File: config.mk
export PLATFORM = sky130hd
export DESIGN_NAME = fire_alarm_zone_controller
export DESIGN_NICKNAME = d
export VERILOG_FILES = /design/src/rtl/fire_alarm_zone_controller.sv
export SDC_FILE = /design/constraint.sdc
export NUM_CORES = 1
export LEC_CHECK = 0
export CORE_MARGIN = 4
export CORE_UTILIZATION = 43
export DETAILED_ROUTE_END_ITERATION = 10
export GPL_ROUTABILITY_DRIVEN = 0
export GPL_TIMING_DRIVEN = 1
export PLACE_DENSITY = 0.66
export SLEW_MARGIN = 5
export SYNTH_ARGS = -nofsm -noshare
export SYNTH_HDL_FRONTEND = slang
export SYNTH_SLANG_ARGS = --single-unit
File: constraint.sdc
create_clock -name clk_in -period 2.7 [get_ports clk_in]
set_clock_uncertainty 0.15 [all_clocks]
set_input_delay 0.675 -clock clk_in [delete_from_list [all_inputs] [get_ports clk_in]]
set_output_delay 0.675 -clock clk_in [all_outputs]
set_load 0.01 [all_outputs]
File: src/rtl/fire_alarm_zone_controller.sv
// Multi-zone fire alarm controller: per-zone threshold/confirm filters feeding a global
// IDLE/WARN/ALARM/EVAC FSM with evacuation countdown, blink and sounder. Option: FA_MANUAL_CALL_EN.
module fire_alarm_zone_controller #(
    parameter int unsigned NUM_ZONES   = 4,
    parameter int unsigned TEMP_W      = 8,
    parameter int unsigned WARN_TH     = 40,
    parameter int unsigned ALARM_TH    = 50,
    parameter int unsigned CONFIRM_N   = 3,
    parameter int unsigned COUNTDOWN_S = 10,
    parameter int unsigned TICK_DIV    = 100_000_000,
    parameter int unsigned BLINK_DIV   = 50_000_000
) (
    input  logic                        clk_in,
    input  logic                        reset,
    input  logic [NUM_ZONES*TEMP_W-1:0] temp_in,
    input  logic [NUM_ZONES-1:0]        temp_valid,
    input  logic                        ack,
`ifdef FA_MANUAL_CALL_EN
    input  logic                        manual_call,
    output logic                        manual_flag,
`endif
    output logic [1:0]                  state,
    output logic [NUM_ZONES-1:0]        alarm_zone,
    output logic [7:0]                  countdown,
    output logic                        led_out,
    output logic                        buzzer_out,
    output logic                        evac_out
);

    localparam logic [1:0] ST_IDLE  = 2'b00;
    localparam logic [1:0] ST_WARN  = 2'b01;
    localparam logic [1:0] ST_ALARM = 2'b10;
    localparam logic [1:0] ST_EVAC  = 2'b11;

    localparam int unsigned CNT_W   = $clog2(CONFIRM_N + 1);
    localparam int unsigned TICK_W  = (TICK_DIV > 1) ? $clog2(TICK_DIV) : 1;
    localparam int unsigned BLINK_W = (BLINK_DIV > 1) ? $clog2(BLINK_DIV) : 1;

    localparam logic [CNT_W-1:0]   CNT_MAX    = CNT_W'(CONFIRM_N);
    localparam logic [TICK_W-1:0]  TICK_LAST  = TICK_W'(TICK_DIV - 1);
    localparam logic [BLINK_W-1:0] BLINK_LAST = BLINK_W'(BLINK_DIV - 1);
    localparam logic [TEMP_W-1:0]  WARN_T     = TEMP_W'(WARN_TH);
    localparam logic [TEMP_W-1:0]  ALARM_T    = TEMP_W'(ALARM_TH);
    localparam logic [7:0]         CD_LOAD    = 8'(COUNTDOWN_S);

    logic [NUM_ZONES-1:0] warm_q, hot_q, trip;
    logic [CNT_W-1:0]     cnt_q [NUM_ZONES];
    logic                 any_warm, any_hot, any_trip;

    logic [1:0]           state_q, state_d;
    logic [7:0]           countdown_q, countdown_d;
    logic [NUM_ZONES-1:0] alarm_zone_q, alarm_zone_d;
    logic                 enter_alarm, enter_idle;

    logic [TICK_W-1:0]    tick_cnt_q;
    logic [BLINK_W-1:0]   blink_cnt_q;
    logic                 tick, phase_q;
    logic                 led_q, buzzer_q, evac_q;
    logic                 man_rise;

    // Zone filters: flags and confirm counters only move on a strobe.
    always_ff @(posedge clk_in) begin
        if (reset) begin
            warm_q <= '0;
            hot_q  <= '0;
            cnt_q  <= '{default: '0};
        end else begin
            for (int i = 0; i < int'(NUM_ZONES); i++) begin
                if (temp_valid[i]) begin
                    warm_q[i] <= temp_in[i*TEMP_W +: TEMP_W] >= WARN_T;
                    hot_q[i]  <= temp_in[i*TEMP_W +: TEMP_W] >= ALARM_T;
                    if (temp_in[i*TEMP_W +: TEMP_W] >= ALARM_T) begin
                        cnt_q[i] <= (cnt_q[i] == CNT_MAX) ? CNT_MAX : cnt_q[i] + 1'b1;
                    end else begin
                        cnt_q[i] <= '0;
                    end
                end
            end
        end
    end

    always_comb begin
        trip = '0;
        for (int i = 0; i < int'(NUM_ZONES); i++) begin
            trip[i] = (cnt_q[i] == CNT_MAX);
        end
    end

    assign any_warm = |warm_q;
    assign any_hot  = |hot_q;
    assign any_trip = |trip;
    assign tick     = (tick_cnt_q == TICK_LAST);

`ifdef FA_MANUAL_CALL_EN
    logic manual_call_q, manual_flag_q;

    assign man_rise    = manual_call & ~manual_call_q;
    assign manual_flag = manual_flag_q;

    always_ff @(posedge clk_in) begin
        if (reset) begin
            manual_call_q <= 1'b0;
            manual_flag_q <= 1'b0;
        end else begin
            manual_call_q <= manual_call;
            if (enter_idle) begin
                manual_flag_q <= 1'b0;
            end else if (man_rise && (state_q == ST_IDLE || state_q == ST_WARN)) begin
                manual_flag_q <= 1'b1;
            end
        end
    end
`else
    assign man_rise = 1'b0;
`endif

    always_comb begin
        state_d     = state_q;
        countdown_d = countdown_q;
        case (state_q)
            ST_IDLE: begin
                if (any_trip || man_rise) state_d = ST_ALARM;
                else if (any_warm)        state_d = ST_WARN;
            end
            ST_WARN: begin
                if (any_trip || man_rise) state_d = ST_ALARM;
                else if (!any_warm)       state_d = ST_IDLE;
            end
            ST_ALARM: begin
                if (tick && countdown_q == 8'd1) begin
                    state_d     = ST_EVAC;
                    countdown_d = 8'd0;
                end else if (tick) begin
                    if (countdown_q != 8'd0) countdown_d = countdown_q - 8'd1;
                end else if (ack && !any_hot) begin
                    state_d = ST_IDLE;
                end
            end
            default: begin
                if (ack && !any_hot) state_d = ST_IDLE;
            end
        endcase

        enter_alarm = (state_d == ST_ALARM) && (state_q == ST_IDLE || state_q == ST_WARN);
        enter_idle  = (state_d == ST_IDLE) && (state_q != ST_IDLE);
        if (enter_alarm || enter_idle) countdown_d = CD_LOAD;

        // Trips accumulate from the ALARM entry edge onwards, including through EVAC.
        if (enter_idle)      alarm_zone_d = '0;
        else if (state_d[1]) alarm_zone_d = alarm_zone_q | trip;
        else                 alarm_zone_d = alarm_zone_q;
    end

    always_ff @(posedge clk_in) begin
        if (reset) begin
            state_q      <= ST_IDLE;
            countdown_q  <= CD_LOAD;
            alarm_zone_q <= '0;
        end else begin
            state_q      <= state_d;
            countdown_q  <= countdown_d;
            alarm_zone_q <= alarm_zone_d;
        end
    end

    // Clearing on ALARM entry puts the first decrement exactly TICK_DIV cycles later.
    always_ff @(posedge clk_in) begin
        if (reset || enter_alarm || tick) tick_cnt_q <= '0;
        else                              tick_cnt_q <= tick_cnt_q + 1'b1;
    end

    always_ff @(posedge clk_in) begin
        if (reset) begin
            blink_cnt_q <= '0;
            phase_q     <= 1'b0;
        end else if (enter_alarm) begin
            blink_cnt_q <= '0;
            phase_q     <= 1'b1;
        end else if (blink_cnt_q == BLINK_LAST) begin
            blink_cnt_q <= '0;
            phase_q     <= ~phase_q;
        end else begin
            blink_cnt_q <= blink_cnt_q + 1'b1;
        end
    end

    always_ff @(posedge clk_in) begin
        if (reset) begin
            led_q    <= 1'b0;
            buzzer_q <= 1'b0;
            evac_q   <= 1'b0;
        end else begin
            case (state_q)
                ST_IDLE:  begin led_q <= 1'b0;    buzzer_q <= 1'b0;    evac_q <= 1'b0; end
                ST_WARN:  begin led_q <= 1'b1;    buzzer_q <= 1'b0;    evac_q <= 1'b0; end
                ST_ALARM: begin led_q <= phase_q; buzzer_q <= phase_q; evac_q <= 1'b0; end
                default:  begin led_q <= phase_q; buzzer_q <= 1'b1;    evac_q <= 1'b1; end
            endcase
        end
    end

    assign state      = state_q;
    assign alarm_zone = alarm_zone_q;
    assign countdown  = countdown_q;
    assign led_out    = led_q;
    assign buzzer_out = buzzer_q;
    assign evac_out   = evac_q;

endmodule

==> results of run 1 <==
==> critical path: stages (launching register included) <==
cell and delay, ns:
dfxtp_1 0.36, ha_1 0.24, nand3_1 0.15, or4_4 0.60
or2_0 0.38, nor2_1 0.18, xor2_1 0.08, a211o_1 0.29
==> how the worst max path moves through the flow <==
stage	from	end	slack, ns
after global routing	tick_cnt_q[0]	countdown[0]	0.004
after global placement	tick_cnt_q[0]	countdown[3]	0.21
final	tick_cnt_q[0]	countdown[3]	0.16
after CTS	tick_cnt_q[0]	countdown[3]	0.14
after detailed placement	tick_cnt_q[0]	countdown[3]	0.16
after floorplan	tick_cnt_q[0]	countdown[3]	0.35
==> through the flow <==
step,cell area (sq um),instances
after floorplan,3860,434
after global placement,4540,592
after detailed placement,4540,592
after CTS,4720,608
after global routing,4720,608
final,4720,608
==> power groups by stage <==
| stage | clock, mW | sequential (mW) | combinational [mW] |
|---|---|---|---|
| 2_1_floorplan | 0 | 1.37 | 0.124 |
| 3_5_place_dp | 0 | 1.38 | 0.223 |
| 4_1_cts | 0.847 | 1.35 | 0.226 |
| 3_3_place_gp | 0 | 1.38 | 0.220 |
| 5_1_grt | 0.899 | 1.36 | 0.249 |
| 6_report | 0.813 | 1.35 | 0.224 |
==> routing by layer <==
metal  vias up  track usage, %  share of wire [%]
li1       1628               -                  -
met1      1457            19.5                 47
met2        57            25.4                 47
met3         7            4.13                4.1
met4         0            5.88                1.4
met5         -               0                  0
==> cell usage after synthesis (2+ instances only) <==
| library cell | n | area, sq um |
|---|---|---|
| o311ai_0 | 4 | 35.0 |
| nand4_1 | 13 | 81.3 |
| nor2b_1 | 9 | 56.3 |
| a21oi_1 | 10 | 50.1 |
| a31oi_1 | 8 | 50.1 |
| nand2b_1 | 2 | 12.5 |
| and4_1 | 3 | 26.3 |
| o21a_1 | 4 | 30.0 |
| buf_2 | 5 | 25.0 |
| xor2_1 | 24 | 210 |
| xnor2_1 | 32 | 280 |
| nor2_1 | 91 | 342 |
| nor3_1 | 10 | 50.1 |
| nor2_2 | 5 | 31.3 |
| clkbuf_1 | 3 | 11.3 |
| a22o_1 | 2 | 17.5 |
| and3_2 | 2 | 15.0 |
| and3_1 | 12 | 75.1 |
| nor4b_1 | 2 | 17.5 |
| nand2_1 | 21 | 78.8 |
| a311oi_1 | 4 | 35.0 |
| inv_1 | 12 | 45.0 |
| dfxtp_1 | 87 | 1740 |
| mux2i_1 | 4 | 40.0 |
| nand3b_1 | 2 | 15.0 |
| o21ai_0 | 5 | 25.0 |
| ha_1 | 5 | 62.6 |
| nor4_1 | 8 | 50.1 |
| nand3_1 | 21 | 105 |
| nand2_2 | 2 | 12.5 |
==> cells by family after synthesis <==
logic type                 Yosys count
and+or+nand+nor                    214
AOI/OAI and AO/OA                   46
muxes                                4
xor gates and xnor gates            56
adders and majority gates            5
DFF                                 87
buffers and inverters               22
==> flip-flops by register name (all words and copies together) (netlist names) <==
signal	count
tick_cnt_q	27
blink_cnt_q	26
cnt_q	8
countdown	8
alarm_zone	4
hot_q	4
warm_q	4
state	2
buzzer_out	1
evac_out	1
led_out	1
phase_q	1
==> cell usage in the layout (no fill, tap or decap), types with 4 or more instances in the layout <==
cell | netlist | final
a21oi_1 | 10 | 10
a311oi_1 | 4 | 4
a31oi_1 | 8 | 8
and3_1 | 12 | 12
buf_4 | 0 | 8
clkbuf_8 | 0 | 11
clkdlybuf4s50_1 | 0 | 51
dfxtp_1 | 87 | 87
ha_1 | 5 | 5
inv_1 | 12 | 12
mux2i_1 | 4 | 4
nand2_1 | 21 | 21
nand3_1 | 21 | 21
nand4_1 | 13 | 13
nor2_1 | 91 | 91
nor2_2 | 5 | 5
nor2b_1 | 9 | 9
nor3_1 | 10 | 10
nor4_1 | 8 | 8
o21a_1 | 4 | 4
o21ai_0 | 5 | 5
o311ai_0 | 4 | 4
xnor2_1 | 32 | 32
xor2_1 | 24 | 24
==> final cells by class <==
cell class                 count  area share, %
tap                          108           2.87
sequential                    87           36.9
timing repair buffer          60           12.5
inverter                      12          0.955
clock buffer                  13           3.37
multi-input combinational    325           43.0
clock inverter                 3          0.371
==> results.json, run 1 <==
{
  "fin_crit_ns": 2.54,
  "synthAdderAreaFrac_pct": 1.62,
  "r2r_end": "countdown[3]",
  "max_freq_mhz": 394,
  "yosysSeqAreaShare_pct": 45.1,
  "clk_transition_reported_paths_ns": 0.08,
  "status": "complete, no violations",
  "final_util_pct": 54.1,
  "place_ws_ns": 0.155,
  "fin_setup_tns_ns": 0,
  "rrSetupSlack_ns": 0.16,
  "drv_slew": 0,
  "fillers": 841,
  "synth_mux_area_share_pct": 1.04,
  "areaGrowthSynthToFinish_pct": 22.0,
  "h-tree-depth": 3,
  "synth_xor_area_share_pct": 12.7,
  "grt_antenna_before_repair": 0,
  "ys.flop_type": "dfxtp_1",
  "core_area_sq_mm": 0.00872,
  "detail-route-antenna-nets": 0,
  "regArea_sq_mm": 0.00174,
  "multi_input_area_sq_mm": 0.00203,
  "setup_viol": 0,
  "numCtsBuffers": 9,
  "ir_worst_vdd_mv": 0.296,
  "grt_max_degree": 27,
  "layout-drive-gt1-share_pct": 7.80,
  "diodes": 0,
  "synth_seq_cells": 87,
  "final_hold_viol_count": 0,
  "dpl.hpwl_um": 5500,
  "power_density_mw_per_mm2": 507,
  "hold_path.class": "register to register",
  "cts.root.buffer_cell": "clkbuf_8",
  "hold_end": "tick_cnt_q[0]",
  "grt_pass1_vias": 3017,
  "synth_simple_gate_area_share_pct": 28.5,
  "drtPass1Iterations": 4,
  "maxCapViolations": 0,
  "worst_slack_ns": 0.160,
  "total_power_mw": 2.39,
  "p_clk_share_pct": 34.0,
  "ys_warn_count": 0,
  "synth_compound_area_share_pct": 8.64,
  "start_kind": "register",
  "die_x_um": 103,
  "num_vias": 3149,
  "chipHeight_um": 103,
  "dieArea_sq_mm": 0.0106,
  "worst_pin_slew_ns": 0.595,
  "rsz0062_at_grt": "false",
  "p_switching_mw": 0.569,
  "clockBufferDepth": 2,
  "wire_per_inst_um": 12.5,
  "boundaryPins": 56,
  "netlist_instances": 434,
  "relSlewSlack_pct": 60.0,
  "synth_cell_types": 52,
  "grt-ovfl-total": 0,
  "cts.sinks": 87,
  "synth_area_sq_mm": 0.00386,
  "worstPathArrival_ns": 2.63,
  "syn_nets": 478,
  "port_buffers": 51,
  "avgSynthCellArea_sq_um": 8.91,
  "finalWirelength_um": 7600,
  "p_comb_share_pct": 9.4,
  "dr.first_iter.drc_count": 71,
  "hp-start": "tick_cnt_q[0]",
  "finalCritPeriodShare_pct": 94.1,
  "initial_core_util_pct": 44.3,
  "rows": 34,
  "synth-edff-count": 0,
  "grt_first_pass_wirelength_um": 13200,
  "via_per_inst": 5.18,
  "p_leak_nw": 1.69,
  "drc": 0,
  "cts_setup_buffers": 0,
  "synth_top_family_by_area": "simple AND/OR/NAND/NOR gates",
  "synth_async_sr_flop_share_pct": 0,
  "cts_resized": 0,
  "critPathKind": "register to register",
  "reg2reg_depth": 7,
  "grtUsageTotal_pct": 15.4,
  "hold_depth": 1,
  "cts_hold_buf": 0,
  "tritoncts": "done",
  "fin_hold_ws_ns": 0.303,
  "swShare_pct": 23.8,
  "final_nets": 539,
  "required_ns": 2.79,
  "timing.rr.start": "tick_cnt_q[0]",
  "critPathMaxFanout": 5,
  "p_int_mw": 1.82,
  "p_seq_share_pct": 56.6,
  "end_kind": "register",
  "insertion_delay_ns": 0.35
}
(Power assumes the default switching activity.)
==> run 2: changes to the inputs <==
--- a/config.mk
+++ b/config.mk
@@ -6,11 +6,11 @@
 export NUM_CORES = 1
 export LEC_CHECK = 0
 export CORE_MARGIN = 4
-export CORE_UTILIZATION = 43
+export CORE_UTILIZATION = 54
 export DETAILED_ROUTE_END_ITERATION = 10
 export GPL_ROUTABILITY_DRIVEN = 0
 export GPL_TIMING_DRIVEN = 1
-export PLACE_DENSITY = 0.66
+export PLACE_DENSITY = 0.79
 export SLEW_MARGIN = 5
 export SYNTH_ARGS = -nofsm -noshare
 export SYNTH_HDL_FRONTEND = slang
==> run 2 against run 1 <==
Routed wire length is 0.75% lower. Hold slack better by 0.0026 ns. Largest power group unchanged. Register-to-register slack hardly changed. Highest routed layer unchanged.
==> results.json, run 2 (same netlist as run 1, synthesis figures left out) <==
{
  "path_delay_family": "simple AND/OR/NAND/NOR gates",
  "final_util_pct": 68.4,
  "grt.busiest_layer": "met2",
  "maxCapViolations": 0,
  "rsz0062_at_grt": "false",
  "wire_per_inst_um": 12.7,
  "grt_first_pass_wirelength_um": 13300,
  "rrSetupSlack_ns": 0.16,
  "critPathMaxFanout": 5,
  "cts.root.buffer_cell": "clkbuf_8",
  "dpl.hpwl_um": 5570,
  "p_leak_nw": 1.69,
  "cts_hold_buf": 0,
  "clk_transition_reported_paths_ns": 0.08,
  "boundaryPins": 56,
  "final_hold_viol_count": 0,
  "worst_slack_ns": 0.156,
  "detail-route-antenna-nets": 0,
  "power_density_mw_per_mm2": 518,
  "status": "complete, no violations",
  "worstPathArrival_ns": 2.63,
  "fin_setup_tns_ns": 0,
  "cts_resized": 0,
  "dpl_cell_area_sq_mm": 0.00452,
  "drc": 0,
  "grt.met2_usage_pct": 32.0,
  "core_area_sq_mm": 0.00687,
  "grtUsageTotal_pct": 18.9,
  "grt-ovfl-total": 0,
  "dr.first_iter.drc_count": 98,
  "critPathKind": "register to register",
  "drtPass1Iterations": 4,
  "grtUsageMet1_pct": 23.4,
  "worst_pin_slew_ns": 0.561,
  "path_cells": "ha_1 > nand3_1 > or4_4 > or2_0 > nor2_1 > xor2_1 > a211o_1",
  "via_per_inst": 5.30,
  "grt_max_degree": 27,
  "r2r_end": "countdown[3]",
  "rows": 30,
  "crit_start": "tick_cnt_q[0]",
  "stdcell_area_sq_mm": 0.00470,
  "grt_antenna_before_repair": 0,
  "final_cell_mix": "91 x nor2_1, 87 x dfxtp_1, 51 x clkdlybuf4s50_1",
  "end_kind": "register",
  "h-tree-depth": 3,
  "drv_slew": 0,
  "relSlewSlack_pct": 62.1,
  "multi_input_area_sq_mm": 0.00203,
  "regArea_sq_mm": 0.00174,
  "finalCritPeriodShare_pct": 94.2,
  "hold_path.class": "register to register",
  "areaGrowthSynthToFinish_pct": 21.5,
  "numCtsBuffers": 9,
  "required_ns": 2.79,
  "cts.sinks": 87,
  "grt_pass1_vias": 3064,
  "layout_commonest_cell": "nor2_1",
  "cp-endpoint": "countdown[3]",
  "finalWirelength_um": 7540,
  "start_kind": "register",
  "ir_worst_vdd_mv": 0.327,
  "timing.rr.start": "tick_cnt_q[0]",
  "final_nets": 538,
  "num_vias": 3140,
  "layout-drive-gt1-share_pct": 7.04,
  "max_freq_mhz": 393,
  "diodes": 0,
  "crit_buf_inv": 0,
  "fin_crit_ns": 2.54,
  "die_x_um": 92.6,
  "largest_reg_flops": 27,
  "cts_setup_buffers": 0,
  "tritoncts": "done",
  "clockBufferDepth": 2,
  "initial_core_util_pct": 56.3,
  "fillers": 554,
  "critPathMaxStageDelay_ns": 0.60,
  "largest-register": "tick_cnt_q",
  "port_buffers": 51,
  "insertion_delay_ns": 0.35,
  "cp_slowest_cell": "or4_4",
  "reg2reg_depth": 7,
  "place_ws_ns": 0.190,
  "chipHeight_um": 92.6,
  "use_met3_pct": 5.44,
  "dieArea_sq_mm": 0.00857,
  "setup_viol": 0,
  "reg_top3": "tick_cnt_q: 27 flops, blink_cnt_q: 26 flops",
  "cp.depth": 7
}
-- run 2: cell count changes in the layout (fill, tap and decap cells not counted) --
cell        previous run  this run
buf_4                  8         7
bufinv_16              0         1
clkbuf_1               2         3
clkbuf_8              11        10
clkinv_2               2         0
clkinvlp_4             1         0
-- run 2: routing by layer --
| metal | part of all wire (%) | vias to the layer above |
|---|---|---|
| met4 | 0.88 | 0 |
| met3 | 3.9 | 6 |
| li1 | - | 1626 |
| met2 | 49 | 41 |
| met1 | 47 | 1467 |
| met5 | 0 | - |
-- run 2: layout make-up --
| class | count | area share [%] |
|---|---|---|
| multi-input cells | 325 | 43.2 |
| flip-flops and latches | 87 | 37.1 |
| repair buffers | 59 | 12.4 |
| clock buffers | 13 | 3.17 |
| well taps | 96 | 2.56 |
| inverters | 12 | 0.959 |
| clock inverters | 1 | 0.639 |
-- run 2: how the worst min path moves through the flow --
stage          cells after the start           from             to  slack (ns)
6_report                           1  tick_cnt_q[0]  tick_cnt_q[0]        0.31
5_1_grt                            1  tick_cnt_q[0]  tick_cnt_q[0]        0.33
4_1_cts                            1  tick_cnt_q[0]  tick_cnt_q[0]        0.30
3_5_place_dp                       1  tick_cnt_q[0]  tick_cnt_q[0]        0.29
3_3_place_gp                       1  tick_cnt_q[0]  tick_cnt_q[0]        0.28
2_1_floorplan                      1  tick_cnt_q[0]  tick_cnt_q[0]        0.27
-- run 2: power by group --
group | switching, mW | leakage [nW] | total (mW) | internal, mW
sequential | 0.0340 | 0.706 | 1.35 | 1.32
combinational | 0.103 | 0.890 | 0.222 | 0.119
clock | 0.413 | 0.0896 | 0.858 | 0.445
total | 0.550 | 1.69 | 2.43 | 1.88
-- run 2: metrics by stage --
| step | cells | power [mW] | hold WS (ns) |
|---|---|---|---|
| global placement | 579 | 1.60 | 0.279 |
| detailed placement | 579 | 1.60 | 0.287 |
| global route | 593 | 2.55 | 0.328 |
| CTS | 593 | 2.46 | 0.305 |
| floorplan | 434 | 1.50 | 0.268 |
| finish | 593 | 2.43 | 0.305 |
-- run 2: worst register-to-register path, delay by kind of cell, from the launching register on --
| family | cells | cell delay [ns] |
|---|---|---|
| and+or+nand+nor | 4 | 1.31 |
| DFF | 1 | 0.36 |
| AOI/OAI and AO/OA | 1 | 0.29 |
| adders and majority gates | 1 | 0.24 |
| xor gates and xnor gates | 1 | 0.08 |
==> run 3: changes to the inputs <==
--- a/config.mk
+++ b/config.mk
@@ -10,7 +10,7 @@
 export DETAILED_ROUTE_END_ITERATION = 10
 export GPL_ROUTABILITY_DRIVEN = 0
 export GPL_TIMING_DRIVEN = 1
-export PLACE_DENSITY = 0.79
+export PLACE_DENSITY_LB_ADDON = 0.1
 export SLEW_MARGIN = 5
 export SYNTH_ARGS = -nofsm -noshare
 export SYNTH_HDL_FRONTEND = slang
==> run 3 against run 2 <==
Maximum frequency decreased by 0.63%. Die area is the same. Cell count is 0.17% higher. Non-clock buffer count is the same. Global-route usage is essentially flat. Via count is 0.35% higher. Sequential power hardly changed. Routed wire length fell by 0.89%. Clock power grew 26%. Clock-buffer cell count decreased by 3. Largest power group unchanged.
==> results.json, run 3 (same netlist as run 1, synthesis figures left out) <==
{
  "chipHeight_um": 92.6,
  "boundaryPins": 56,
  "initial_core_util_pct": 56.3,
  "use_met3_pct": 5.28,
  "ir_worst_vdd_mv": 0.314,
  "grtUsageTotal_pct": 18.9,
  "numCtsBuffers": 9,
  "cts_hold_buf": 0,
  "path_delay_family": "simple AND/OR/NAND/NOR gates",
  "largest-register": "tick_cnt_q",
  "power_density_mw_per_mm2": 559,
  "insertion_delay_ns": 0.35,
  "dieArea_sq_mm": 0.00857,
  "hold_depth": 1,
  "die_x_um": 92.6,
  "setup_viol": 0,
  "clk_transition_reported_paths_ns": 0.08,
  "finalWirelength_um": 7470,
  "fin_crit_ns": 2.56,
  "grt.busiest_layer": "met2",
  "tritoncts": "done",
  "max_freq_mhz": 391,
  "reg_top3": "tick_cnt_q: 27 flops, blink_cnt_q: 26 flops",
  "finalCritPeriodShare_pct": 94.8,
  "layout_commonest_cell": "nor2_1",
  "final_hold_viol_count": 0,
  "core_area_sq_mm": 0.00687,
  "areaGrowthSynthToFinish_pct": 23.2,
  "num_vias": 3151,
  "reg2reg_depth": 7,
  "rsz0062_at_grt": "false",
  "grt-ovfl-total": 0,
  "crit_buf_inv": 0,
  "cts.root.buffer_cell": "clkbuf_8",
  "relSlewSlack_pct": 60.8,
  "critPathMaxFanout": 5,
  "drv_slew": 0,
  "grt_first_pass_wirelength_um": 13300,
  "drtPass1Iterations": 4,
  "start_kind": "register",
  "worst_slack_ns": 0.140,
  "worst_pin_slew_ns": 0.580,
  "critPathMaxStageDelay_ns": 0.60,
  "path_cells": "ha_1 > nand3_1 > or4_4 > or2_0 > nor2_1 > xor2_1 > a211o_1",
  "final_nets": 538,
  "final_cell_mix": "91 x nor2_1, 87 x dfxtp_1, 51 x clkdlybuf4s50_1",
  "place_ws_ns": 0.147,
  "layout-drive-gt1-share_pct": 7.83,
  "hold_path.class": "register to register",
  "wire_per_inst_um": 12.6,
  "maxCapViolations": 0,
  "port_buffers": 51,
  "multi_input_area_sq_mm": 0.00203,
  "h-tree-depth": 3,
  "clockBufferDepth": 2,
  "end_kind": "register",
  "grt_max_degree": 27,
  "regArea_sq_mm": 0.00174,
  "cts_setup_buffers": 0,
  "p_leak_nw": 1.72,
  "detail-route-antenna-nets": 0,
  "fillers": 554,
  "drc": 0,
  "fin_setup_tns_ns": 0,
  "critPathKind": "register to register",
  "dr.first_iter.drc_count": 77,
  "status": "complete, no violations",
  "required_ns": 2.79,
  "via_per_inst": 5.30,
  "grt_antenna_before_repair": 0,
  "largest_reg_flops": 27,
  "worstPathArrival_ns": 2.65,
  "cts.sinks": 87,
  "grt_pass1_vias": 3154,
  "grt.met2_usage_pct": 33.1,
  "dpl.hpwl_um": 5490,
  "cp_slowest_cell": "or4_4",
  "rows": 30,
  "cp.depth": 7,
  "grtUsageMet1_pct": 22.0,
  "diodes": 0,
  "cts_resized": 0
}
==> run 3: cell types whose count changed in the layout (fill, tap and decap cells not counted), sizes merged <==
cell,before,now
clkinv,0,1
bufinv,1,3
clkbuf,13,10
clkinvlp,0,1
==> run 3: layout make-up <==
cell class,count,share of cell area [%]
Timing Repair Buffer,59,12.2
Clock inverter,5,2.23
Sequential cell,87,36.6
Clock buffer,10,2.89
Multi-Input combinational cell,325,42.6
Inverter,12,0.946
Tap cell,96,2.52
==> run 3: power breakdown <==
| group | internal (mW) | total [mW] | switching [mW] |
|---|---|---|---|
| logic | 0.120 | 0.224 | 0.104 |
| clock network | 0.636 | 1.08 | 0.447 |
| registers | 1.32 | 1.35 | 0.0336 |
==> run 3: stage by stage <==
| step | cells | area [sq um] | power, mW | util [%] | hold WS, ns |
|---|---|---|---|---|---|
| global placement | 579 | 4520 | 1.60 | 65.8 | 0.280 |
| global route | 594 | 4760 | 2.77 | 69.3 | 0.329 |
| CTS | 594 | 4760 | 2.69 | 69.3 | 0.309 |
| detailed placement | 579 | 4520 | 1.61 | 65.8 | 0.289 |
| floorplan | 434 | 3860 | 1.50 | - | 0.268 |
| finish | 594 | 4760 | 2.66 | 69.3 | 0.307 |
==> run 3: worst paths after layout <==
kind                   from             end  slack [ns]
min          blink_cnt_q[0]  blink_cnt_q[0]        0.31
max           tick_cnt_q[0]    countdown[3]        0.14
max reg2reg   tick_cnt_q[0]    countdown[3]        0.14
min reg2reg  blink_cnt_q[0]  blink_cnt_q[0]        0.31
==> run 3: worst register-to-register path, stage by stage (launching register included) <==
cell and delay [ns]:
dfxtp_1 0.37, ha_1 0.25, nand3_1 0.15, or4_4 0.60
or2_0 0.38, nor2_1 0.18, xor2_1 0.08, a211o_1 0.30
==> run 3: per-layer routing <==
metal / share of wire, % / up-vias
met5: 0 / -
met4: 1.6 / 0
met3: 3.9 / 10
met2: 49 / 61
met1: 46 / 1451
li1: - / 1629
